### src/rtl/proto245a_device.sv
// proto245a_device: FT245-style FIFO chip model answering RD#/WR# strobes from an FPGA master.
// Define PROTO245A_DEVICE_PROT_CHECK_EN to build the sticky protocol checker behind prot_err.
module proto245a_device #(
   parameter int DATA_W         = 8,
   parameter int FIFO_DEPTH     = 16,
   parameter int SYNC_STAGES    = 2,
   parameter int RECOVERY_TICKS = 4
) (
   input  logic                         ft_clk,
   input  logic                         ft_rstn,
   input  logic                         ft_rdn,
   input  logic                         ft_wrn,
   input  logic [DATA_W-1:0]            ft_din,
   output logic [DATA_W-1:0]            ft_dout,
   output logic                         ft_dout_oe,
   output logic                         ft_rxfn,
   output logic                         ft_txen,
   input  logic [DATA_W-1:0]            h2f_wdata,
   input  logic                         h2f_wr,
   output logic                         h2f_full,
   input  logic                         f2h_rd,
   output logic [DATA_W-1:0]            f2h_rdata,
   output logic                         f2h_rvalid,
   output logic                         f2h_empty,
   output logic [$clog2(FIFO_DEPTH):0]  h2f_count,
   output logic [$clog2(FIFO_DEPTH):0]  f2h_count,
   output logic [3:0]                   prot_err
);
   localparam int AW = $clog2(FIFO_DEPTH);
   localparam int CW = AW + 1;
   localparam int RW = (RECOVERY_TICKS > 1) ? $clog2(RECOVERY_TICKS) : 1;
   localparam logic [RW-1:0] REC_LOAD = RW'(RECOVERY_TICKS - 1);
   localparam logic [CW-1:0] DEPTH_C  = CW'(FIFO_DEPTH);

   localparam logic [2:0] ST_IDLE   = 3'd0;
   localparam logic [2:0] ST_RD_ACT = 3'd1;
   localparam logic [2:0] ST_RD_REC = 3'd2;
   localparam logic [2:0] ST_WR_ACT = 3'd3;
   localparam logic [2:0] ST_WR_REC = 3'd4;

   logic [SYNC_STAGES-1:0] rdn_sync, wrn_sync;
   logic                   rdn_s, wrn_s;
   logic [DATA_W-1:0]      din_r, wr_hold;
   logic [DATA_W-1:0]      h2f_mem [FIFO_DEPTH];
   logic [DATA_W-1:0]      f2h_mem [FIFO_DEPTH];
   logic [CW-1:0]          h2f_wp, h2f_rp, f2h_wp, f2h_rp;
   logic [CW-1:0]          h2f_cnt_nxt, f2h_cnt_nxt;
   logic                   h2f_empty, f2h_full;
   logic                   h2f_push, h2f_pop, f2h_push, f2h_pop;
   logic [2:0]             state, state_nxt;
   logic [RW-1:0]          rec_cnt, rec_nxt;

   // Strobes are asynchronous to ft_clk; synchronizers idle high like the strobes.
   always_ff @(posedge ft_clk or negedge ft_rstn) begin
      if (!ft_rstn) begin
         rdn_sync <= '1;
         wrn_sync <= '1;
      end else begin
         rdn_sync <= {rdn_sync[SYNC_STAGES-2:0], ft_rdn};
         wrn_sync <= {wrn_sync[SYNC_STAGES-2:0], ft_wrn};
      end
   end

   assign rdn_s = rdn_sync[SYNC_STAGES-1];
   assign wrn_s = wrn_sync[SYNC_STAGES-1];

   assign h2f_count   = h2f_wp - h2f_rp;
   assign f2h_count   = f2h_wp - f2h_rp;
   assign h2f_full    = (h2f_count == DEPTH_C);
   assign h2f_empty   = (h2f_count == '0);
   assign f2h_full    = (f2h_count == DEPTH_C);
   assign f2h_empty   = (f2h_count == '0);

   // A host push into a full h2f is only legal when the device pops in the same cycle.
   assign h2f_push    = h2f_wr & (~h2f_full | h2f_pop);
   assign f2h_pop     = f2h_rd & ~f2h_empty;
   assign h2f_cnt_nxt = h2f_count + CW'(h2f_push) - CW'(h2f_pop);
   assign f2h_cnt_nxt = f2h_count + CW'(f2h_push) - CW'(f2h_pop);

   always_comb begin
      state_nxt = state;
      rec_nxt   = rec_cnt;
      h2f_pop   = 1'b0;
      f2h_push  = 1'b0;
      case (state)
         ST_IDLE: begin
            if (!rdn_s && !h2f_empty)
               state_nxt = ST_RD_ACT;
            else if (!wrn_s && !f2h_full)
               state_nxt = ST_WR_ACT;
         end
         ST_RD_ACT: begin
            if (rdn_s) begin
               h2f_pop   = 1'b1;
               rec_nxt   = REC_LOAD;
               state_nxt = ST_RD_REC;
            end
         end
         ST_WR_ACT: begin
            if (wrn_s) begin
               f2h_push  = 1'b1;
               rec_nxt   = REC_LOAD;
               state_nxt = ST_WR_REC;
            end
         end
         ST_RD_REC, ST_WR_REC: begin
            if (rec_cnt == '0)
               state_nxt = ST_IDLE;
            else
               rec_nxt = rec_cnt - 1'b1;
         end
         default: state_nxt = ST_IDLE;
      endcase
   end

   // Buffer storage and write holding register carry no reset.
   always_ff @(posedge ft_clk) begin
      din_r <= ft_din;
      if (h2f_push)
         h2f_mem[h2f_wp[AW-1:0]] <= h2f_wdata;
      if (f2h_push)
         f2h_mem[f2h_wp[AW-1:0]] <= wr_hold;
      if ((state == ST_IDLE && state_nxt == ST_WR_ACT) || (state == ST_WR_ACT && !wrn_s))
         wr_hold <= din_r;
   end

   always_ff @(posedge ft_clk or negedge ft_rstn) begin
      if (!ft_rstn) begin
         state      <= ST_IDLE;
         rec_cnt    <= '0;
         h2f_wp     <= '0;
         h2f_rp     <= '0;
         f2h_wp     <= '0;
         f2h_rp     <= '0;
         ft_dout    <= '0;
         ft_dout_oe <= 1'b0;
         ft_rxfn    <= 1'b1;
         ft_txen    <= 1'b0;
         f2h_rdata  <= '0;
         f2h_rvalid <= 1'b0;
      end else begin
         state   <= state_nxt;
         rec_cnt <= rec_nxt;
         if (h2f_push) h2f_wp <= h2f_wp + 1'b1;
         if (h2f_pop)  h2f_rp <= h2f_rp + 1'b1;
         if (f2h_push) f2h_wp <= f2h_wp + 1'b1;
         if (f2h_pop)  f2h_rp <= f2h_rp + 1'b1;
         if (state == ST_IDLE && state_nxt == ST_RD_ACT) begin
            ft_dout    <= h2f_mem[h2f_rp[AW-1:0]];
            ft_dout_oe <= 1'b1;
         end else if (h2f_pop) begin
            ft_dout_oe <= 1'b0;
         end
         f2h_rvalid <= f2h_pop;
         if (f2h_pop)
            f2h_rdata <= f2h_mem[f2h_rp[AW-1:0]];
         ft_rxfn <= (h2f_cnt_nxt == '0) | (state_nxt == ST_RD_REC);
         ft_txen <= (f2h_cnt_nxt == DEPTH_C) | (state_nxt == ST_WR_REC);
      end
   end

`ifdef PROTO245A_DEVICE_PROT_CHECK_EN
   // hist[0] is last cycle's strobe, hist[1] the one before; 2'b10 then high means a 1-cycle pulse.
   logic [1:0] rd_hist, wr_hist;

   always_ff @(posedge ft_clk or negedge ft_rstn) begin
      if (!ft_rstn) begin
         prot_err <= '0;
         rd_hist  <= 2'b11;
         wr_hist  <= 2'b11;
      end else begin
         rd_hist <= {rd_hist[0], rdn_s};
         wr_hist <= {wr_hist[0], wrn_s};
         if (!rdn_s && !wrn_s)
            prot_err[0] <= 1'b1;
         if (state == ST_IDLE && !rdn_s && ft_rxfn)
            prot_err[1] <= 1'b1;
         if (state == ST_IDLE && !wrn_s && ft_txen)
            prot_err[2] <= 1'b1;
         if ((rdn_s && rd_hist == 2'b10) || (wrn_s && wr_hist == 2'b10))
            prot_err[3] <= 1'b1;
      end
   end
`else
   assign prot_err = '0;
`endif

endmodule

### config.mk
export PLATFORM = sky130hd
export DESIGN_NAME = proto245a_device
export DESIGN_NICKNAME = d
export VERILOG_FILES = /design/src/rtl/proto245a_device.sv
export SDC_FILE = /design/constraint.sdc
export NUM_CORES = 1
export LEC_CHECK = 0
export CORE_ASPECT_RATIO = 1.4
export CORE_MARGIN = 2
export CORE_UTILIZATION = 45
export CTS_BUF_LIST = sky130_fd_sc_hd__clkbuf_4 sky130_fd_sc_hd__clkbuf_8 sky130_fd_sc_hd__clkbuf_16
export DETAILED_ROUTE_END_ITERATION = 8
export PLACE_DENSITY = 0.64
export SYNTH_ARGS = -nofsm -noshare
export SYNTH_HDL_FRONTEND = slang
export SYNTH_SLANG_ARGS = --single-unit
### constraint.sdc
create_clock -name ft_clk -period 10 [get_ports ft_clk]
set_input_delay 3 -clock ft_clk [delete_from_list [all_inputs] [get_ports ft_clk]]
set_output_delay 3 -clock ft_clk [all_outputs]
set_load 0.01 [all_outputs]
==> flow_summary.html, run 1 <==
<table>
<tr><th>Metric</th><th>Value</th></tr>
<tr><th colspan="2">Final layout</th></tr>
<tr><td>Diodes inserted</td><td>0</td></tr>
<tr><td>Number of fill cells in the layout</td><td>2,307</td></tr>
<tr><td>Ratio of cells with drive above 1 in the final layout</td><td>0.172</td></tr>
<tr><td>Area Overhead vs Synth</td><td>14.2%</td></tr>
<tr><td>Final layout net count</td><td>845</td></tr>
<tr><td>Count of non-filler cells in the finished layout</td><td>1,188</td></tr>
<tr><th colspan="2">Placement</th></tr>
<tr><td>Half-perimeter wire length after placement</td><td>17.4 mm</td></tr>
<tr><td>Number of buffers added on ports</td><td>53</td></tr>
<tr><td>Total instance count after detailed placement</td><td>1,131</td></tr>
<tr><td>Global placement routability congestion</td><td>0.851</td></tr>
<tr><th colspan="2">Drt</th></tr>
<tr><td># DRC</td><td>0</td></tr>
<tr><td>Post-detailed-route count of antenna-violating nets</td><td>0</td></tr>
<tr><td>Via count normalized by instance count</td><td>5.43</td></tr>
<tr><td>Final wirelength</td><td>25.6 mm</td></tr>
<tr><td>Via count of the routed design</td><td>6,446</td></tr>
<tr><td>WL per Instance</td><td>21.6 um</td></tr>
<tr><td>TritonRoute pass-1 iters</td><td>4</td></tr>
<tr><td>Number of DRC violations after detailed-routing iteration 0</td><td>444</td></tr>
<tr><th colspan="2">Global routing</th></tr>
<tr><td>Initial antenna violation count</td><td>0</td></tr>
<tr><td>Number of global-route vias before repair</td><td>6,832</td></tr>
<tr><td>Sum of overflow across all layers after global routing</td><td>0</td></tr>
<tr><td>First-pass GRT wire length</td><td>38.9 mm</td></tr>
<tr><td>Gr usage total</td><td>0.169</td></tr>
<tr><td>Maximum number of pins on one net before global-route repair</td><td>50</td></tr>
<tr><th colspan="2">CTS</th></tr>
<tr><td>TritonCTS Buffers</td><td>31</td></tr>
<tr><td>TritonCTS clock tree</td><td>yes</td></tr>
<tr><td>Number of gates given a new drive strength after cts</td><td>0</td></tr>
<tr><td>Reg clk slew, reported paths</td><td>0.06 ns</td></tr>
<tr><td>Htree depth</td><td>1</td></tr>
<tr><td># hold bufs at CTS</td><td>0</td></tr>
<tr><td>Root cell of the clock tree</td><td>sky130_fd_sc_hd__clkbuf_16</td></tr>
<tr><td>TritonCTS Sinks</td><td>321</td></tr>
<tr><td>Clk buf depth</td><td>3</td></tr>
<tr><td>Buffers inserted during post-CTS setup optimization</td><td>0</td></tr>
<tr><td>Skew-Pair Late Insertion Delay</td><td>0.55 ns</td></tr>
<tr><th colspan="2">Worst setup path</th></tr>
<tr><td>Family with the most delay on the worst path</td><td>buffers and inverters</td></tr>
<tr><td>Critical-path maximum fanout</td><td>36</td></tr>
<tr><td>Critical Setup Path Class</td><td>register to output pin</td></tr>
<tr><td>Critical path required time</td><td>7.00 ns</td></tr>
<tr><td>Most common cell on crit path</td><td>sky130_fd_sc_hd__ha_1</td></tr>
<tr><td>CP arrival</td><td>3.53 ns</td></tr>
<tr><td>Delay of the slowest critical-path stage</td><td>0.57 ns</td></tr>
<tr><td>Critical register-to-register path startpoint</td><td>f2h_rp[0]$_DFFE_PN0P_</td></tr>
<tr><td>Cell breakdown of the critical path</td><td>buf_4, ha_1, fa_1, xor2_1, ha_1, nand3_1, nand3b_2, inv_1, clkdlybuf4s50_1</td></tr>
<tr><td>Slowest cell on the critical path</td><td>sky130_fd_sc_hd__clkdlybuf4s50_1</td></tr>
<tr><td>Type of destination of the critical path</td><td>output pin</td></tr>
<tr><td>Critical Path Source</td><td>h2f_rp[0]$_DFFE_PN0P_</td></tr>
<tr><td>Kind of start point of the critical path</td><td>register</td></tr>
<tr><td>Buffers and inverters on the worst path</td><td>3</td></tr>
<tr><th colspan="2">Min path</th></tr>
<tr><td>Hold Path Origin</td><td>wrn_sync[0]$_DFF_PN1_</td></tr>
<tr><td>Hold WC Path Type</td><td>register to register</td></tr>
<tr><th colspan="2">Timing</th></tr>
<tr><td>Number of pins exceeding their max-slew limit in the final report</td><td>0</td></tr>
<tr><td>Total negative slack</td><td>0 ns</td></tr>
<tr><td>Final period demand of the worst path</td><td>6.53 ns</td></tr>
<tr><td>Setup violation total in the final timing report</td><td>0</td></tr>
<tr><td>RSZ-0062 raised after global routing</td><td>false</td></tr>
<tr><td>Max transition margin</td><td>0.167</td></tr>
<tr><td>Worst slew pin tran</td><td>1.24 ns</td></tr>
<tr><td>Hold Violations, Final</td><td>0</td></tr>
<tr><td>Highest Clock Rate</td><td>153 MHz</td></tr>
<tr><td>Period utilization</td><td>0.653</td></tr>
<tr><td>Clock skew after layout</td><td>0.0177 ns</td></tr>
<tr><th colspan="2">Floorplan</th></tr>
<tr><td>Placeable core region</td><td>28,500 um2</td></tr>
<tr><td>Die Height</td><td>206 um</td></tr>
<tr><td>Area of the die</td><td>30,500 um2</td></tr>
<tr><td>Initial core utilization</td><td>0.460</td></tr>
<tr><td># rows</td><td>73</td></tr>
<tr><td>Horizontal die dimension</td><td>148 um</td></tr>
<tr><td>Number of placed I/O pins</td><td>58</td></tr>
<tr><th colspan="2">Power and ir drop</th></tr>
<tr><td>Internal Pwr Total</td><td>0.00320 W</td></tr>
<tr><td>Clk network pwr share</td><td>0.235</td></tr>
<tr><td>Switching power</td><td>0.00157 W</td></tr>
<tr><td>Fraction of power spent switching nets</td><td>0.329</td></tr>
<tr><td>Sequential power share</td><td>0.375</td></tr>
<tr><td>PD cells</td><td>319 nW/um2</td></tr>
<tr><td>Max IR drop VDD</td><td>0.173 mV</td></tr>
<tr><td>Gate power share</td><td>0.390</td></tr>
<tr><td>Leakage power total</td><td>5.22 nW</td></tr>
<tr><th colspan="2">Synth</th></tr>
<tr><td>Syn Area/Cell</td><td>18.2 um2</td></tr>
<tr><td>Post-synthesis instance area</td><td>13,100 um2</td></tr>
<tr><td>Top FF cell, synth</td><td>sky130_fd_sc_hd__edfxtp_1</td></tr>
<tr><td>Fraction of registers with async set/reset</td><td>0.153</td></tr>
<tr><td>Post-synthesis sequential element count</td><td>321</td></tr>
<tr><td>Instance count of the mapped netlist</td><td>718</td></tr>
<tr><td>Synthesis Warnings</td><td>0</td></tr>
<tr><td>Count of cell types in the netlist</td><td>50</td></tr>
<tr><td>Post-synth EDFFs</td><td>264</td></tr>
<tr><td>Sequential cell area fraction in the yosys report</td><td>0.712</td></tr>
<tr><th colspan="2">Status</th></tr>
<tr><td>Outcome</td><td>completed</td></tr>
<tr><th colspan="2">Flow run</th></tr>
<tr><td>MaxCap Viol Count</td><td>0</td></tr>
</table>
layer usage:
| metal | vias up | wire length [um] | GRT usage |
|---|---|---|---|
| met5 | - | 0 | 0 |
| met4 | 0 | 567 | 0.0442 |
| met3 | 41 | 883 | 0.0234 |
| met2 | 133 | 14500 | 0.331 |
| met1 | 3341 | 9640 | 0.191 |
| li1 | 2931 | - | - |
cell families after synthesis:
logic type      share of synthesized area
flops                               0.712
xor+xnor                           0.0220
mux                                 0.124
fa+ha+maj                          0.0348
simple gates                       0.0416
buf+inv                            0.0249
other cells                      0.000286
compound gates                     0.0409
worst paths after layout:
| kind | endpoint | slack (ns) | cells after the start |
|---|---|---|---|
| worst min register to register | wrn_sync[1]$_DFF_PN1_ | 0.36 | 0 |
| worst max register to register | ft_txen$_DFF_PN0_ | 5.35 | 21 |
| min in group asynchronous | f2h_rdata[6]$_DFFE_PN0P_ | 2.57 | 2 |
| max in group asynchronous | h2f_rp[0]$_DFFE_PN0P_ | 6.91 | 2 |
| worst min-delay path | wrn_sync[1]$_DFF_PN1_ | 0.36 | 0 |
| worst max-delay path | h2f_full | 3.47 | 9 |
per-stage QoR:
stage	util	hold slack [ns]	setup slack [ns]	total power (W)	area (um2)
final	0.525	0.355	3.47	0.00476	15000
after floorplan	-	0.345	4.63	0.00311	13100
after CTS	0.525	0.353	3.43	0.00482	15000
after global routing	0.525	0.360	3.28	0.00503	15000
after global placement	0.490	0.347	4.08	0.00361	14000
after detailed placement	0.490	0.347	4.03	0.00369	14000
cell usage after synthesis (3+ instances only):
cell type | instances | area, um2
sky130_fd_sc_hd__nor3_1 | 10 | 50.1
sky130_fd_sc_hd__edfxtp_1 | 264 | 7930
sky130_fd_sc_hd__o21ai_0 | 18 | 90.1
sky130_fd_sc_hd__o21ai_1 | 3 | 15.0
sky130_fd_sc_hd__a221oi_1 | 7 | 61.3
sky130_fd_sc_hd__a22oi_1 | 16 | 120
sky130_fd_sc_hd__nor2_1 | 42 | 158
sky130_fd_sc_hd__nand2_1 | 36 | 135
sky130_fd_sc_hd__mux4_1 | 8 | 210
sky130_fd_sc_hd__nand3_1 | 8 | 40.0
sky130_fd_sc_hd__a21oi_1 | 11 | 55.1
sky130_fd_sc_hd__fa_1 | 4 | 80.1
sky130_fd_sc_hd__dfrtp_1 | 44 | 1100
sky130_fd_sc_hd__mux2_4 | 8 | 120
sky130_fd_sc_hd__clkbuf_1 | 5 | 18.8
sky130_fd_sc_hd__xnor2_1 | 21 | 184
sky130_fd_sc_hd__nor2b_1 | 3 | 18.8
sky130_fd_sc_hd__and3_1 | 3 | 18.8
sky130_fd_sc_hd__dfstp_2 | 5 | 131
sky130_fd_sc_hd__inv_1 | 29 | 109
sky130_fd_sc_hd__dfxtp_1 | 8 | 160
sky130_fd_sc_hd__xor2_1 | 10 | 87.6
sky130_fd_sc_hd__nand4_1 | 4 | 25.0
sky130_fd_sc_hd__ha_1 | 30 | 375
sky130_fd_sc_hd__buf_4 | 6 | 45.0
sky130_fd_sc_hd__buf_2 | 8 | 40.0
sky130_fd_sc_hd__mux4_2 | 56 | 1260
sky130_fd_sc_hd__a22o_1 | 8 | 70.1
sky130_fd_sc_hd__buf_6 | 8 | 90.1
sky130_fd_sc_hd__a21o_1 | 5 | 37.5
sky130_fd_sc_hd__nand2b_1 | 4 | 25.0
sequential cells by signal (all words and copies together) (netlist names):
name        cells
ft_dout         8
rec_cnt         2
h2f_rp          5
h2f_wp          5
f2h_mem       128
ft_dout_oe      1
wrn_sync        2
f2h_rdata       8
f2h_wp          5
h2f_mem       128
din_r           8
f2h_rp          5
rdn_sync        2
state           3
f2h_rvalid      1
ft_txen         1
wr_hold         8
ft_rxfn         1
cell type report:
type                       count  area [um2]  share of cell area
tap                          375         469              0.0314
sequential                   321        9320               0.623
multi-input combinational    342        3460               0.231
timing repair buffer          64         608              0.0407
clock buffer                  34         798              0.0534
inverter                      29         109             0.00728
clock inverter                23         185              0.0124
layout by cell type, fill, tap and decap left out, types with 4 or more instances in the layout:
master / instances
sky130_fd_sc_hd__a22oi_1: 16
sky130_fd_sc_hd__nand3_1: 8
sky130_fd_sc_hd__buf_4: 11
sky130_fd_sc_hd__dfstp_2: 5
sky130_fd_sc_hd__fa_1: 4
sky130_fd_sc_hd__a221oi_1: 7
sky130_fd_sc_hd__mux2_4: 8
sky130_fd_sc_hd__o21ai_0: 18
sky130_fd_sc_hd__clkbuf_16: 31
sky130_fd_sc_hd__xnor2_1: 21
sky130_fd_sc_hd__edfxtp_1: 264
sky130_fd_sc_hd__a21oi_1: 11
sky130_fd_sc_hd__a21o_1: 5
sky130_fd_sc_hd__nand4_1: 4
sky130_fd_sc_hd__inv_1: 29
sky130_fd_sc_hd__a22o_1: 8
sky130_fd_sc_hd__conb_1: 4
sky130_fd_sc_hd__clkdlybuf4s50_1: 52
sky130_fd_sc_hd__clkinv_2: 9
sky130_fd_sc_hd__mux4_2: 56
sky130_fd_sc_hd__ha_1: 30
sky130_fd_sc_hd__mux4_1: 8
sky130_fd_sc_hd__nor3_1: 10
sky130_fd_sc_hd__dfxtp_1: 8
sky130_fd_sc_hd__nand2_1: 36
sky130_fd_sc_hd__nand2b_1: 4
sky130_fd_sc_hd__nor2_1: 42
sky130_fd_sc_hd__xor2_1: 10
sky130_fd_sc_hd__clkinv_1: 8
sky130_fd_sc_hd__dfrtp_1: 42
power by group through the flow:
stage	Clock [W]	Combinational, W	Sequential [W]
2_1_floorplan	0	0.00134	0.00178
3_3_place_gp	0	0.00181	0.00180
3_5_place_dp	0	0.00188	0.00181
4_1_cts	0.00114	0.00189	0.00179
5_1_grt	0.00120	0.00203	0.00180
6_report	0.00112	0.00186	0.00178
No activity file was read; power rests on OpenSTA's default activity.
==> inputs of run 2 (changes only) <==
- clock period: 10 -> 6.6 ns (I/O delays scaled with it)
==> flow_summary.html, run 2 (synthesis gave the netlist of run 1 again) <==
<table>
<tr><th>Metric</th><th>Value</th></tr>
<tr><th colspan="2">Status</th></tr>
<tr><td>Outcome</td><td>completed</td></tr>
<tr><th colspan="2">Global routing</th></tr>
<tr><td>Sum of overflow across all layers after global routing</td><td>0 (unchanged)</td></tr>
<tr><td>Initial antenna violation count</td><td>0 (unchanged)</td></tr>
<tr><td>Maximum number of pins on one net before global-route repair</td><td>50 (unchanged)</td></tr>
<tr><td>Number of global-route vias before repair</td><td>6,968 (+2.0%)</td></tr>
<tr><td>Gr usage total</td><td>0.177 (+0.00768)</td></tr>
<tr><td>First-pass GRT wire length</td><td>40.6 mm (+4.3%)</td></tr>
<tr><td>Met1 Track Usage GR</td><td>0.201 (+0.00971)</td></tr>
<tr><td>GR Util met3</td><td>0.0221 (-0.00132)</td></tr>
<tr><td>Met2 routing resource usage after global routing</td><td>0.343 (+0.0121)</td></tr>
<tr><td>Busiest layer in global routing</td><td>met2</td></tr>
<tr><th colspan="2">Drt</th></tr>
<tr><td># DRC</td><td>0 (unchanged)</td></tr>
<tr><td>Via count of the routed design</td><td>6,534 (+1.4%)</td></tr>
<tr><td>WL per Instance</td><td>22.3 um (+3.3%)</td></tr>
<tr><td>Final wirelength</td><td>26.4 mm (+3.1%)</td></tr>
<tr><td>TritonRoute pass-1 iters</td><td>5 (+1)</td></tr>
<tr><td>Number of DRC violations after detailed-routing iteration 0</td><td>373 (-16%)</td></tr>
<tr><td>Via count normalized by instance count</td><td>5.51 (+1.5%)</td></tr>
<tr><td>Post-detailed-route count of antenna-violating nets</td><td>0 (unchanged)</td></tr>
<tr><th colspan="2">Final layout</th></tr>
<tr><td>Ratio of cells with drive above 1 in the final layout</td><td>0.174 (+0.00166)</td></tr>
<tr><td>Final layout net count</td><td>845 (unchanged)</td></tr>
<tr><td>Area Overhead vs Synth</td><td>14.5%</td></tr>
<tr><td>Number of fill cells in the layout</td><td>2,298 (-0.39%)</td></tr>
<tr><td>Diodes inserted</td><td>0 (unchanged)</td></tr>
<tr><td>Most used cells in the layout excluding fill and tap cells</td><td>sky130_fd_sc_hd__edfxtp_1 (264), sky130_fd_sc_hd__mux4_2 (56), sky130_fd_sc_hd__clkdlybuf4s50_1 (52)</td></tr>
<tr><td>Leading cell type in the layout, fill and taps excluded</td><td>sky130_fd_sc_hd__edfxtp_1</td></tr>
<tr><th colspan="2">CTS</th></tr>
<tr><td>Buffers inserted during post-CTS setup optimization</td><td>0 (unchanged)</td></tr>
<tr><td>Htree depth</td><td>1 (unchanged)</td></tr>
<tr><td>Skew-Pair Late Insertion Delay</td><td>0.55 ns (about the same)</td></tr>
<tr><td>Root cell of the clock tree</td><td>sky130_fd_sc_hd__clkbuf_16</td></tr>
<tr><td>Number of gates given a new drive strength after cts</td><td>0 (unchanged)</td></tr>
<tr><td>TritonCTS Buffers</td><td>29 (-6.5%)</td></tr>
<tr><td># hold bufs at CTS</td><td>0 (unchanged)</td></tr>
<tr><td>Reg clk slew, reported paths</td><td>0.07 ns (about the same)</td></tr>
<tr><td>TritonCTS clock tree</td><td>yes</td></tr>
<tr><td>Clk buf depth</td><td>3 (unchanged)</td></tr>
<tr><td>TritonCTS Sinks</td><td>321 (unchanged)</td></tr>
<tr><th colspan="2">Timing</th></tr>
<tr><td>Total negative slack</td><td>0 ns (unchanged)</td></tr>
<tr><td>Setup violation total in the final timing report</td><td>0 (unchanged)</td></tr>
<tr><td>Clock skew after layout</td><td>0.0177 ns (-0.0000104 ns)</td></tr>
<tr><td>Highest Clock Rate</td><td>185 MHz</td></tr>
<tr><td>Number of pins exceeding their max-slew limit in the final report</td><td>0 (unchanged)</td></tr>
<tr><td>Max transition margin</td><td>0.354 (+0.187)</td></tr>
<tr><td>Worst slew pin tran</td><td>0.965 ns (-0.274 ns)</td></tr>
<tr><td>Period utilization</td><td>0.819</td></tr>
<tr><td>RSZ-0062 raised after global routing</td><td>false</td></tr>
<tr><td>Final period demand of the worst path</td><td>5.41 ns</td></tr>
<tr><td>Fin Hold WS</td><td>0.359 ns (+0.00379 ns)</td></tr>
<tr><td>Hold Violations, Final</td><td>0 (unchanged)</td></tr>
<tr><th colspan="2">Worst setup path</th></tr>
<tr><td>Critical path required time</td><td>4.62 ns (-2.38 ns)</td></tr>
<tr><td>Critical Setup Path Class</td><td>register to output pin</td></tr>
<tr><td>Kind of start point of the critical path</td><td>register</td></tr>
<tr><td>Buffers and inverters on the worst path</td><td>4 (+1)</td></tr>
<tr><td>Critical Path Source</td><td>h2f_rp[1]$_DFFE_PN0P_</td></tr>
<tr><td>Most common cell on crit path</td><td>sky130_fd_sc_hd__inv_1</td></tr>
<tr><td>Family with the most delay on the worst path</td><td>buffers and inverters</td></tr>
<tr><td>Delay of the slowest critical-path stage</td><td>0.76 ns (+0.19 ns)</td></tr>
<tr><td>Instance count on the critical path</td><td>11 (+2)</td></tr>
<tr><td>Cell breakdown of the critical path</td><td>inv_1, ha_1, nand2_1, o21ai_0, xor2_1, inv_1, ha_1, nand3_1, nand3b_2, inv_1, clkdlybuf4s50_1</td></tr>
<tr><td>Worst reg-to-reg path cell count</td><td>18 (-14%)</td></tr>
<tr><td>Type of destination of the critical path</td><td>output pin</td></tr>
<tr><td>Slowest cell on the critical path</td><td>sky130_fd_sc_hd__dfrtp_1</td></tr>
<tr><td>Register-to-register setup slack</td><td>2.27 ns (-3.08 ns)</td></tr>
<tr><td>CP arrival</td><td>3.43 ns (-0.10 ns)</td></tr>
<tr><td>End of the worst register-to-register path</td><td>ft_txen$_DFF_PN0_</td></tr>
<tr><td>Critical register-to-register path startpoint</td><td>f2h_wp[0]$_DFFE_PN0P_</td></tr>
<tr><td>Critical-path maximum fanout</td><td>16 (-56%)</td></tr>
<tr><th colspan="2">Power and ir drop</th></tr>
<tr><td>Leakage power total</td><td>5.25 nW (+0.59%)</td></tr>
<tr><td>Max IR drop VDD</td><td>0.294 mV (+70%)</td></tr>
<tr><td>PD cells</td><td>488 nW/um2 (+53%)</td></tr>
<tr><th colspan="2">Placement</th></tr>
<tr><td>Half-perimeter wire length after placement</td><td>17.9 mm (+3.2%)</td></tr>
<tr><td>Global placement routability congestion</td><td>0.821 (-3.5%)</td></tr>
<tr><td>Number of buffers added on ports</td><td>53 (unchanged)</td></tr>
<tr><th colspan="2">Floorplan</th></tr>
<tr><td>Initial core utilization</td><td>0.460 (unchanged)</td></tr>
<tr><td>Die Height</td><td>206 um (unchanged)</td></tr>
<tr><td># rows</td><td>73 (unchanged)</td></tr>
<tr><td>Horizontal die dimension</td><td>148 um (unchanged)</td></tr>
<tr><td>Placeable core region</td><td>28,500 um2 (unchanged)</td></tr>
<tr><td>Area of the die</td><td>30,500 um2 (unchanged)</td></tr>
<tr><td>Number of placed I/O pins</td><td>58 (unchanged)</td></tr>
<tr><th colspan="2">Min path</th></tr>
<tr><td>Hold EP</td><td>rdn_sync[1]$_DFF_PN1_</td></tr>
<tr><td>Number of stages on the worst hold path</td><td>0 (unchanged)</td></tr>
<tr><td>Hold WC Path Type</td><td>register to register</td></tr>
<tr><td>Hold Path Origin</td><td>rdn_sync[0]$_DFF_PN1_</td></tr>
<tr><th colspan="2">Flow run</th></tr>
<tr><td>MaxCap Viol Count</td><td>0 (unchanged)</td></tr>
</table>
==> run 2: cell count changes in the layout (fill, tap and decap cells not counted), moves of 3 or more <==
cell / before / now
sky130_fd_sc_hd__clkinv_2: 9 / 5
sky130_fd_sc_hd__clkbuf_4: 3 / 6
sky130_fd_sc_hd__bufinv_16: 3 / 6
sky130_fd_sc_hd__clkinv_1: 8 / 5
==> run 2: worst max path at each step <==
stage          slack, ns   endpoint
3_3_place_gp        1.74   h2f_full
2_1_floorplan       2.25  f2h_empty
3_5_place_dp        1.74   h2f_full
6_report            1.19   h2f_full
4_1_cts             1.13   h2f_full
5_1_grt             0.93   h2f_full
==> run 2: layout make-up <==
cell class | count | area, um2 | share of cell area
clock buffers | 35 | 771 | 0.0514
multi-input cells | 342 | 3460 | 0.231
inverters | 29 | 109 | 0.00726
clock inverters | 18 | 241 | 0.0161
well taps | 375 | 469 | 0.0313
flip-flops and latches | 321 | 9320 | 0.622
repair buffers | 66 | 623 | 0.0415
==> run 2: where the power goes <==
group          total (W)  internal [W]  switching (W)
Clock            0.00178       0.00107       0.000714
Combinational    0.00281       0.00135        0.00146
Sequential       0.00273       0.00250       0.000226
==> run 2: worst register-to-register path, stage by stage, from the launching register on <==
cell and delay, ns:
sky130_fd_sc_hd__dfrtp_1 0.40, sky130_fd_sc_hd__inv_1 0.13, sky130_fd_sc_hd__ha_1 0.24, sky130_fd_sc_hd__fa_1 0.39, sky130_fd_sc_hd__xor2_1 0.29, sky130_fd_sc_hd__ha_1 0.22
sky130_fd_sc_hd__nand3_1 0.18, sky130_fd_sc_hd__o21ai_4 0.41, sky130_fd_sc_hd__inv_1 0.23, sky130_fd_sc_hd__ha_1 0.33, sky130_fd_sc_hd__inv_1 0.04, sky130_fd_sc_hd__ha_1 0.19
sky130_fd_sc_hd__fa_1 0.40, sky130_fd_sc_hd__a21oi_1 0.16, sky130_fd_sc_hd__nor2_1 0.06, sky130_fd_sc_hd__nor2_1 0.11, sky130_fd_sc_hd__xnor2_1 0.09, sky130_fd_sc_hd__xnor2_1 0.15
sky130_fd_sc_hd__a31o_1 0.23
==> run 2: per-layer routing <==
| metal | part of all wire | vias up |
|---|---|---|
| met1 | 0.37 | 3418 |
| met5 | 0 | - |
| met4 | 0.029 | 0 |
| met3 | 0.036 | 47 |
| met2 | 0.56 | 137 |
| li1 | - | 2932 |
==> run 2: metrics by stage <==
stage | setup slack, ns | area, um2 | std cells | total power [W] | util
after floorplan | 2.25 | 13100 | 721 | 0.00472 | -
after global placement | 1.74 | 14000 | 1133 | 0.00549 | 0.491
after detailed placement | 1.74 | 14000 | 1133 | 0.00561 | 0.491
after CTS | 1.13 | 15000 | 1186 | 0.00740 | 0.526
after global routing | 0.931 | 15000 | 1186 | 0.00774 | 0.526
final | 1.19 | 15000 | 1186 | 0.00732 | 0.526
==> inputs of run 3 (changes only) <==
- PLACE_DENSITY: 0.64 -> 0.67
- clock period: 6.6 -> 4.7 ns (I/O delays scaled with it)
==> flow_summary.html, run 3 (synthesis gave the netlist of run 1 again) <==
<table>
<tr><th>Metric</th><th>Value</th></tr>
<tr><th colspan="2">Status</th></tr>
<tr><td>Outcome</td><td>completed</td></tr>
<tr><th colspan="2">Drt</th></tr>
<tr><td>Via count of the routed design</td><td>6,432 (-1.6%)</td></tr>
<tr><td># DRC</td><td>0 (unchanged)</td></tr>
<tr><td>Number of DRC violations after detailed-routing iteration 0</td><td>445 (+19%)</td></tr>
<tr><td>Final wirelength</td><td>26.7 mm (+0.97%)</td></tr>
<tr><td>Via count normalized by instance count</td><td>5.41 (-1.8%)</td></tr>
<tr><td>WL per Instance</td><td>22.4 um (+0.71%)</td></tr>
<tr><td>TritonRoute pass-1 iters</td><td>5 (unchanged)</td></tr>
<tr><td>Post-detailed-route count of antenna-violating nets</td><td>0 (unchanged)</td></tr>
<tr><th colspan="2">Floorplan</th></tr>
<tr><td>Die Height</td><td>206 um (unchanged)</td></tr>
<tr><td>Area of the die</td><td>30,500 um2 (unchanged)</td></tr>
<tr><td>Initial core utilization</td><td>0.460 (unchanged)</td></tr>
<tr><td>Horizontal die dimension</td><td>148 um (unchanged)</td></tr>
<tr><td>Number of placed I/O pins</td><td>58 (unchanged)</td></tr>
<tr><td># rows</td><td>73 (unchanged)</td></tr>
<tr><td>Placeable core region</td><td>28,500 um2 (unchanged)</td></tr>
<tr><th colspan="2">Final layout</th></tr>
<tr><td>Most used cells in the layout excluding fill and tap cells</td><td>sky130_fd_sc_hd__edfxtp_1 (264), sky130_fd_sc_hd__mux4_2 (56), sky130_fd_sc_hd__clkdlybuf4s50_1 (52)</td></tr>
<tr><td>Final layout net count</td><td>846 (+0.12%)</td></tr>
<tr><td>Leading cell type in the layout, fill and taps excluded</td><td>sky130_fd_sc_hd__edfxtp_1</td></tr>
<tr><td>Share of the core filled with cells</td><td>0.528 (+0.00154)</td></tr>
<tr><td>Diodes inserted</td><td>0 (unchanged)</td></tr>
<tr><td>Area Overhead vs Synth</td><td>14.8%</td></tr>
<tr><td>Count of non-filler cells in the finished layout</td><td>1,189 (+0.25%)</td></tr>
<tr><td>Fin area</td><td>15,000 um2 (+0.29%)</td></tr>
<tr><td>Ratio of cells with drive above 1 in the final layout</td><td>0.181 (+0.00673)</td></tr>
<tr><th colspan="2">Placement</th></tr>
<tr><td>Total instance count after detailed placement</td><td>1,129 (-0.35%)</td></tr>
<tr><td>Global placement routability congestion</td><td>0.820 (-0.11%)</td></tr>
<tr><td>Number of buffers added on ports</td><td>53 (unchanged)</td></tr>
<tr><td>Pre-CTS WS</td><td>0.370 ns (-1.37 ns)</td></tr>
<tr><td>Half-perimeter wire length after placement</td><td>17.9 mm (-0.27%)</td></tr>
<tr><td>Total cell area at the placement stage</td><td>14,000 um2 (-0.22%)</td></tr>
<tr><th colspan="2">Global routing</th></tr>
<tr><td>Initial antenna violation count</td><td>0 (unchanged)</td></tr>
<tr><td>First-pass GRT wire length</td><td>40.8 mm (+0.68%)</td></tr>
<tr><td>Gr usage total</td><td>0.178 (+0.00148)</td></tr>
<tr><td>Maximum number of pins on one net before global-route repair</td><td>37 (-26%)</td></tr>
<tr><td>Number of global-route vias before repair</td><td>7,027 (+0.85%)</td></tr>
<tr><td>Sum of overflow across all layers after global routing</td><td>0 (unchanged)</td></tr>
<tr><th colspan="2">Worst setup path</th></tr>
<tr><td>Kind of start point of the critical path</td><td>register</td></tr>
<tr><td>CP arrival</td><td>3.11 ns (-0.32 ns)</td></tr>
<tr><td>Slowest cell on the critical path</td><td>sky130_fd_sc_hd__clkdlybuf4s50_1</td></tr>
<tr><td>Critical-path maximum fanout</td><td>11 (-5)</td></tr>
<tr><td>Type of destination of the critical path</td><td>output pin</td></tr>
<tr><td>Critical Setup Path Class</td><td>register to output pin</td></tr>
<tr><td>Cell breakdown of the critical path</td><td>ha_1, a21oi_1, o21ai_0, xor2_1, inv_1, ha_1, nand3_1, nand3b_4, inv_1, clkdlybuf4s50_1</td></tr>
<tr><td>Critical path required time</td><td>3.29 ns (-1.33 ns)</td></tr>
<tr><td>Delay of the slowest critical-path stage</td><td>0.53 ns (-0.23 ns)</td></tr>
<tr><th colspan="2">Timing</th></tr>
<tr><td>Total negative slack</td><td>0 ns (unchanged)</td></tr>
<tr><td>Setup violation total in the final timing report</td><td>0 (unchanged)</td></tr>
<tr><td>Period utilization</td><td>0.961</td></tr>
<tr><td>Highest Clock Rate</td><td>221 MHz</td></tr>
<tr><td>Hold Violations, Final</td><td>0 (unchanged)</td></tr>
<tr><td>Worst-case setup margin in the final layout</td><td>0.182 ns (-1.01 ns)</td></tr>
<tr><td>RSZ-0062 raised after global routing</td><td>false</td></tr>
<tr><td>Worst slew pin tran</td><td>1.28 ns (+0.312 ns)</td></tr>
<tr><td>Number of pins exceeding their max-slew limit in the final report</td><td>0 (unchanged)</td></tr>
<tr><td>Clock skew after layout</td><td>0.0271 ns (+0.00934 ns)</td></tr>
<tr><td>Final period demand of the worst path</td><td>4.52 ns</td></tr>
<tr><td>Max transition margin</td><td>0.142 (-0.212)</td></tr>
<tr><th colspan="2">Min path</th></tr>
<tr><td>Hold WC Path Type</td><td>register to register</td></tr>
<tr><th colspan="2">CTS</th></tr>
<tr><td>Reg clk slew, reported paths</td><td>0.07 ns (about the same)</td></tr>
<tr><td>Htree depth</td><td>1 (unchanged)</td></tr>
<tr><td>TritonCTS Sinks</td><td>321 (unchanged)</td></tr>
<tr><td>Clk buf depth</td><td>3 (unchanged)</td></tr>
<tr><td>TritonCTS Buffers</td><td>30 (+3.4%)</td></tr>
<tr><td>Root cell of the clock tree</td><td>sky130_fd_sc_hd__clkbuf_16</td></tr>
<tr><td>Skew-Pair Late Insertion Delay</td><td>0.58 ns (+0.03 ns)</td></tr>
<tr><td># hold bufs at CTS</td><td>0 (unchanged)</td></tr>
<tr><td>TritonCTS clock tree</td><td>yes</td></tr>
<tr><th colspan="2">Flow run</th></tr>
<tr><td>MaxCap Viol Count</td><td>0 (unchanged)</td></tr>
<tr><th colspan="2">Power and ir drop</th></tr>
<tr><td>PD cells</td><td>692 nW/um2 (+42%)</td></tr>
<tr><td>Max IR drop VDD</td><td>0.612 mV (+110%)</td></tr>
<tr><td>Leakage power total</td><td>5.27 nW (+0.40%)</td></tr>
</table>
## run 3: cell count changes in the layout (fill, tap and decap cells not counted), moves of 2 or more
| cell | delta |
|---|---|
| sky130_fd_sc_hd__dfrtp_2 | +2 |
| sky130_fd_sc_hd__dfrtp_1 | -2 |
| sky130_fd_sc_hd__clkbuf_8 | +2 |
| sky130_fd_sc_hd__buf_4 | -2 |
| sky130_fd_sc_hd__bufinv_16 | -2 |
## run 3: what timing repair did
item	CTS	global route
pin swaps	0	1
endpoints found under the setup margin	1	1
gates resized for setup	1	3
setup buffers	0	2
## run 3: power breakdown
part           switching [W]  internal, W  total (W)
Combinational        0.00212      0.00195    0.00408
Clock                0.00105      0.00147    0.00252
Sequential          0.000296      0.00352    0.00382
## run 3: worst paths after layout
kind | slack (ns) | startpoint | cells after the start | to
setup / recovery | 0.18 | h2f_wp[2]$_DFFE_PN0P_ | 10 | h2f_full
hold / removal | 0.35 | rdn_sync[0]$_DFF_PN1_ | 0 | rdn_sync[1]$_DFF_PN1_
setup reg to reg | 0.35 | f2h_wp[0]$_DFFE_PN0P_ | 18 | ft_txen$_DFF_PN0_
hold reg to reg | 0.35 | rdn_sync[0]$_DFF_PN1_ | 0 | rdn_sync[1]$_DFF_PN1_
max in group asynchronous | 3.05 | ft_rstn | 2 | rdn_sync[0]$_DFF_PN1_
min in group asynchronous | 0.78 | ft_rstn | 1 | ft_dout[4]$_DFFE_PN0P_
## run 3: layer usage
metal  GRT usage  up-vias  routed length [um]
met4      0.0466        0                 599
met5           0        -                   0
met3      0.0212       43                 965
met1       0.208     3314                9970
met2       0.345      143               15100
li1            -     2932                   -
## run 3: critical path: cells and delay by family, from the launching register on
kind	cells	cell delay, ns
adders and majority gates	2	0.55
AOI/OAI and AO/OA	2	0.28
buffers and inverters	3	0.72
xor gates and xnor gates	1	0.19
and+or+nand+nor	2	0.35
DFF	1	0.49
## run 3: stage by stage
stage / power (W) / hold WS, ns
after global routing: 0.0110 / 0.361
after detailed placement: 0.00793 / 0.350
after floorplan: 0.00663 / 0.345
final: 0.0104 / 0.353
after global placement: 0.00775 / 0.347
after CTS: 0.0105 / 0.354
## run 3: cell type report
cell class,instances,area [um2]
clock buffers,38,823
clock inverters,18,219
fillers,2264,13500
inverters,29,109
multi-input cells,342,3480
flip-flops and latches,321,9330
well taps,375,469
repair buffers,66,618
==> variant 1: new RTL, config.mk and constraints of run 1 <==
Register the output `f2h_count`, cleared by the reset; this adds one clock of latency there. The other outputs are not delayed to match.
--- a/src/rtl/proto245a_device.sv
+++ b/src/rtl/proto245a_device.sv
@@ -38,6 +38,8 @@
    localparam logic [2:0] ST_WR_ACT = 3'd3;
    localparam logic [2:0] ST_WR_REC = 3'd4;
 
+   logic [$clog2(FIFO_DEPTH):0] f2h_count_d;
+
    logic [SYNC_STAGES-1:0] rdn_sync, wrn_sync;
    logic                   rdn_s, wrn_s;
    logic [DATA_W-1:0]      din_r, wr_hold;
@@ -65,17 +67,17 @@
    assign wrn_s = wrn_sync[SYNC_STAGES-1];
 
    assign h2f_count   = h2f_wp - h2f_rp;
-   assign f2h_count   = f2h_wp - f2h_rp;
+   assign f2h_count_d = f2h_wp - f2h_rp;
    assign h2f_full    = (h2f_count == DEPTH_C);
    assign h2f_empty   = (h2f_count == '0);
-   assign f2h_full    = (f2h_count == DEPTH_C);
-   assign f2h_empty   = (f2h_count == '0);
+   assign f2h_full    = (f2h_count_d == DEPTH_C);
+   assign f2h_empty   = (f2h_count_d == '0);
 
    // A host push into a full h2f is only legal when the device pops in the same cycle.
    assign h2f_push    = h2f_wr & (~h2f_full | h2f_pop);
    assign f2h_pop     = f2h_rd & ~f2h_empty;
    assign h2f_cnt_nxt = h2f_count + CW'(h2f_push) - CW'(h2f_pop);
-   assign f2h_cnt_nxt = f2h_count + CW'(f2h_push) - CW'(f2h_pop);
+   assign f2h_cnt_nxt = f2h_count_d + CW'(f2h_push) - CW'(f2h_pop);
 
    always_comb begin
       state_nxt = state;
@@ -185,5 +187,13 @@
    assign prot_err = '0;
 `endif
 
+   always_ff @(posedge ft_clk or negedge ft_rstn) begin
+      if (!ft_rstn) begin
+         f2h_count <= '0;
+      end else begin
+         f2h_count <= f2h_count_d;
+      end
+   end
+
 endmodule
 
Formal check against the unedited RTL: not equivalent (Yosys sat finds a counterexample within 10 cycles, from zero or initial values and one cycle with ft_rstn low).
==> variant 1 against run 1 <==
Critical path depth is the same; routed wire length up 4.6%; sequential cell count is 5 higher; worst setup slack got worse by 0.055 ns; non-clock buffer count did not move; combinational power shrank 2%; total power decreased by 0.12%; sequential power up 2%; first-iteration DRC count increased by 0.90%; clock power about the same; cell area increased by 0.90%; register-to-register slack worse by 0.03 ns; area after synthesis is 0.98% higher; largest power group is now registers.
==> variant 1: results (changes against run 1) <==
| Metric | Value |
|---|---|
| Post-Synth Adder-Cell Area | `3.444% (was 3.478%)` |
| Largest net degree at the start of global routing | `55 (was 50)` |
| Register area share after synthesis | `71.42% (was 71.17%)` |
| DR vias | `6,564 (was 6,446)` |
| DRT iter0 DRCs | `448 (was 444)` |
| Hpwl dp | `17,680 um (was 17,370 um)` |
| Synth top cells by count | `edfxtp_1 (264), mux4_2 (55), dfrtp_1 (49) (was edfxtp_1 (264), mux4_2 (56), dfrtp_1 (44))` |
| Ranking of synthesized cells by area | `edfxtp_1 (60%), mux4_2 (9.4%), dfrtp_1 (9.3%) (was edfxtp_1 (61%), mux4_2 (9.6%), dfrtp_1 (8.4%))` |
| Share of cells above drive strength 1 | `17.75% (was 17.22%)` |
| Layout Nets | `849 (was 845)` |
| GRT Overall Usage | `17.65% (was 16.89%)` |
| Vias in the first global route | `7,080 (was 6,832)` |
| Worst VDD drop | `0.1636 mV (was 0.1729 mV)` |
| Async set-reset flop share out of synthesis | `16.56% (was 15.26%)` |
| TritonCTS Buffers | `30 (was 31)` |
| Worst Path Arrival | `3.58 ns (was 3.53 ns)` |
| TritonRoute pass-1 iters | `5 (was 4)` |
| Post-synthesis mux area share | `12.30% (was 12.39%)` |
| Pre-CTS setup slack | `4.013 ns (was 4.028 ns)` |
| Cell count after placement | `1,141 (was 1,131)` |
| Post-DP Area | `14,110 um^2 (was 13,970 um^2)` |
| Routability cong. | `0.7710 (was 0.8512)` |
| Post-Route WL | `26,800 um (was 25,610 um)` |
| R2R Setup Slk | `5.32 ns (was 5.35 ns)` |
| Status | `finished, final reports clean (unchanged)` |
| Post-synthesis compound-gate area fraction | `4.049% (was 4.089%)` |
| Worst clock skew | `0.02685 ns (was 0.01773 ns)` |
| Fill cell count | `2,351 (was 2,307)` |
| Worst-skew pair later-pin latency | `0.57 ns (was 0.55 ns)` |
variant 1: layout make-up:
cell class              instances  area (um^2)  area share [%]
multi-input cells             342         3470           23.00
clock buffers                  42        870.8           5.772
clock inverters                14        107.6          0.7132
well taps                     380        475.5           3.151
flip-flops and latches        326         9448           62.62
inverters                      29        108.9          0.7215
repair buffers                 64        608.1           4.030
variant 1: worst max-delay path: stages (launching register included):
cell	delay (ns)
dfrtp_2	0.38
buf_4	0.31
ha_1	0.31
fa_1	0.41
xor2_1	0.27
ha_1	0.21
nand3_1	0.09
nand3b_2	0.31
inv_1	0.15
clkdlybuf4s50_1	0.55
variant 1: power breakdown:
group	internal (uW)	switching, uW
clock network	635	483
registers	1690	136
logic	860	960
variant 1: routing by layer:
metal  up-vias  track usage [%]  share of wire, %
met5         -                0                 0
met4         0            7.143               3.6
met3        56            2.901               4.7
met2       205            33.25                55
met1      3357            19.79                37
li1       2946                -                 -
==> variant 2: new RTL, flow settings as in run 1 <==
Made on the original files. The option `PROTO245A_DEVICE_PROT_CHECK_EN` is turned on by a define.
--- a/src/rtl/proto245a_device.sv
+++ b/src/rtl/proto245a_device.sv
@@ -1,5 +1,7 @@
 // proto245a_device: FT245-style FIFO chip model answering RD#/WR# strobes from an FPGA master.
 // Define PROTO245A_DEVICE_PROT_CHECK_EN to build the sticky protocol checker behind prot_err.
+`define PROTO245A_DEVICE_PROT_CHECK_EN
+
 module proto245a_device #(
    parameter int DATA_W         = 8,
    parameter int FIFO_DEPTH     = 16,
Formal check against the unedited RTL: not equivalent (a bounded check fails within 4 cycles, from zero or initial values and one cycle with ft_rstn low).
==> variant 2 against run 1 <==
Cell area increased by 2.5%; total power increased by 1.3%; area after synthesis increased by 2.1%; routed wire length increased by 1.3%; sequential share of layout area decreased by 0.19 points; sequential cell count increased by 8; worst setup slack improved by 0.21 ns; critical endpoint unchanged; highest routed layer unchanged.
==> variant 2: results (changes against run 1) <==
| Metric | Value |
|---|---|
| Initial antenna violation count | `0 (unchanged)` |
| Worst slew margin | `40.17% (was 16.72%)` |
| Critical path peak fanout | `36 (unchanged)` |
| First-pass GRT wire length | `39,910 um (was 38,900 um)` |
| Worst-skew pair later-pin latency | `0.55 ns (about the same)` |
| DRT iter0 DRCs | `347 (was 444)` |
| Register area share after synthesis | `71.22% (was 71.17%)` |
| Layout Nets | `852 (was 845)` |
| Syn nets | `778` |
| N_diodes | `0 (unchanged)` |
| Hpwl dp | `17,400 um (was 17,370 um)` |
| Largest family of logic cells by synthesized area | `multiplexers (unchanged)` |
| Async set-reset flop share out of synthesis | `17.33% (was 15.26%)` |
| Vias in the first global route | `7,042 (was 6,832)` |
| CTS resizes | `0 (unchanged)` |
| H-tree depth | `1 (unchanged)` |
| PortBufs | `57 (was 53)` |
| Yosys cell types | `52 (was 50)` |
| CP peak stage delay | `0.54 ns (was 0.57 ns)` |
| Critical Path Start | `h2f_rp[0] (unchanged)` |
| R2R Setup Slk | `5.23 ns (was 5.35 ns)` |
| Ranking of synthesized cells by area | `edfxtp_1 (59%), dfrtp_1 (9.0%), mux4_1 (6.5%) (was edfxtp_1 (61%), mux4_2 (9.6%), dfrtp_1 (8.4%))` |
| DR WL/cell | `21.63 um (was 21.56 um)` |
| GRT Overall Usage | `16.93% (was 16.89%)` |
| Root Buffer | `clkbuf_16 (unchanged)` |
| Worst Path Arrival | `3.32 ns (was 3.53 ns)` |
| Setup TNS Final | `0 ns (unchanged)` |
| Post-synth EDFFs | `264 (unchanged)` |
| Post-Synth Adder-Cell Area | `3.405% (was 3.478%)` |
| Largest net degree at the start of global routing | `58 (was 50)` |
| Hold path cells | `0 (unchanged)` |
| Routability cong. | `0.8118 (was 0.8512)` |
| RR Endpoint | `ft_txen (unchanged)` |
| Leakage | `0.005447 uW (was 0.005216 uW)` |
| CTS max path bufs | `3 (unchanged)` |
| Post-DP Area | `14,290 um^2 (was 13,970 um^2)` |
| Status | `finished, final reports clean (unchanged)` |
| Synth top cells by count | `edfxtp_1 (264), dfrtp_1 (48), nor2_1 (35) (was edfxtp_1 (264), mux4_2 (56), dfrtp_1 (44))` |
| Post-CTS Repair Setup Buffers | `0 (unchanged)` |
| XOR/XNOR share of the synthesized area | `2.152% (was 2.197%)` |
| Post-synthesis compound-gate area fraction | `4.463% (was 4.089%)` |
| Worst VDD drop | `0.1887 mV (was 0.1729 mV)` |
| Worst Reg-to-Reg Cells | `18 (was 21)` |
| Worst clock skew | `0.01006 ns (was 0.01773 ns)` |
| DR vias | `6,569 (was 6,446)` |
| Share of cells above drive strength 1 | `14.63% (was 17.22%)` |
| Worst hold path class | `flip-flop to flip-flop (unchanged)` |
| TritonRoute pass-1 iters | `4 (unchanged)` |
| Post-synthesis mux area share | `11.94% (was 12.39%)` |
| Start of the worst register-to-register path | `f2h_rp[0] (unchanged)` |
[variant 2: power breakdown]
group,total [uW],switching (uW),internal (uW)
Clock,1160,492,670
Sequential,1830,140,1690
Combinational,1840,964,874
[variant 2: worst min-delay path by stage]
stage / startpoint / end / slack [ns]
finish: rdn_sync[0] / rdn_sync[1] / 0.36
global placement: rdn_sync[0] / rdn_sync[1] / 0.35
global route: rdn_sync[0] / rdn_sync[1] / 0.36
CTS: rdn_sync[0] / rdn_sync[1] / 0.36
floorplan: rdn_sync[0] / rdn_sync[1] / 0.35
detailed placement: rdn_sync[0] / rdn_sync[1] / 0.35
[variant 2: cell families (layout without fill, tap and decap cells)]
logic type      after synthesis  in the layout
xor+xnor                     32             32
flops                       329            329
compound gates               82             82
fa+ha+maj                    34             34
simple gates                120            120
buf+inv                      58            156
mux                          67             67
[variant 2: area by class of cell]
cell class / instances / area (um^2)
well taps: 380 / 475.5
repair buffers: 68 / 648.1
inverters: 31 / 116.4
multi-input cells: 335 / 3525
clock buffers: 41 / 910.9
fillers: 2361 / 13930
clock inverters: 16 / 126.4
flip-flops and latches: 329 / 9528
[variant 2: metrics by stage]
stage	setup WS, ns	util, %	power [uW]	hold slack [ns]	cells
after detailed placement	4.185	48.85	3712	0.3476	1143
after CTS	3.594	52.39	4879	0.3567	1200
after global placement	4.242	48.85	3638	0.3471	1143
after floorplan	4.643	-	3142	0.3452	722
final	3.681	52.39	4828	0.3553	1200
after global routing	3.387	52.39	5112	0.3618	1200
[variant 2: per-layer routing]
| metal | GRT usage, % | wire, um | share of wire [%] |
|---|---|---|---|
| met3 | 2.215 | 886 | 3.4 |
| met5 | 0 | 0 | 0 |
| met1 | 19.32 | 9586 | 37 |
| met4 | 4.457 | 518 | 2.0 |
| met2 | 32.76 | 14960 | 58 |
[variant 2: worst max-delay path: cells and delay by family, from the launching register on]
family / cells / cell delay, ns
AND/OR/NAND/NOR: 2 / 0.30
AO/OA/AOI/OAI: 2 / 0.34
adder cells (fa/ha/maj): 2 / 0.45
XOR/XNOR: 1 / 0.13
buffers and inverters: 4 / 1.20
flip-flops: 1 / 0.34
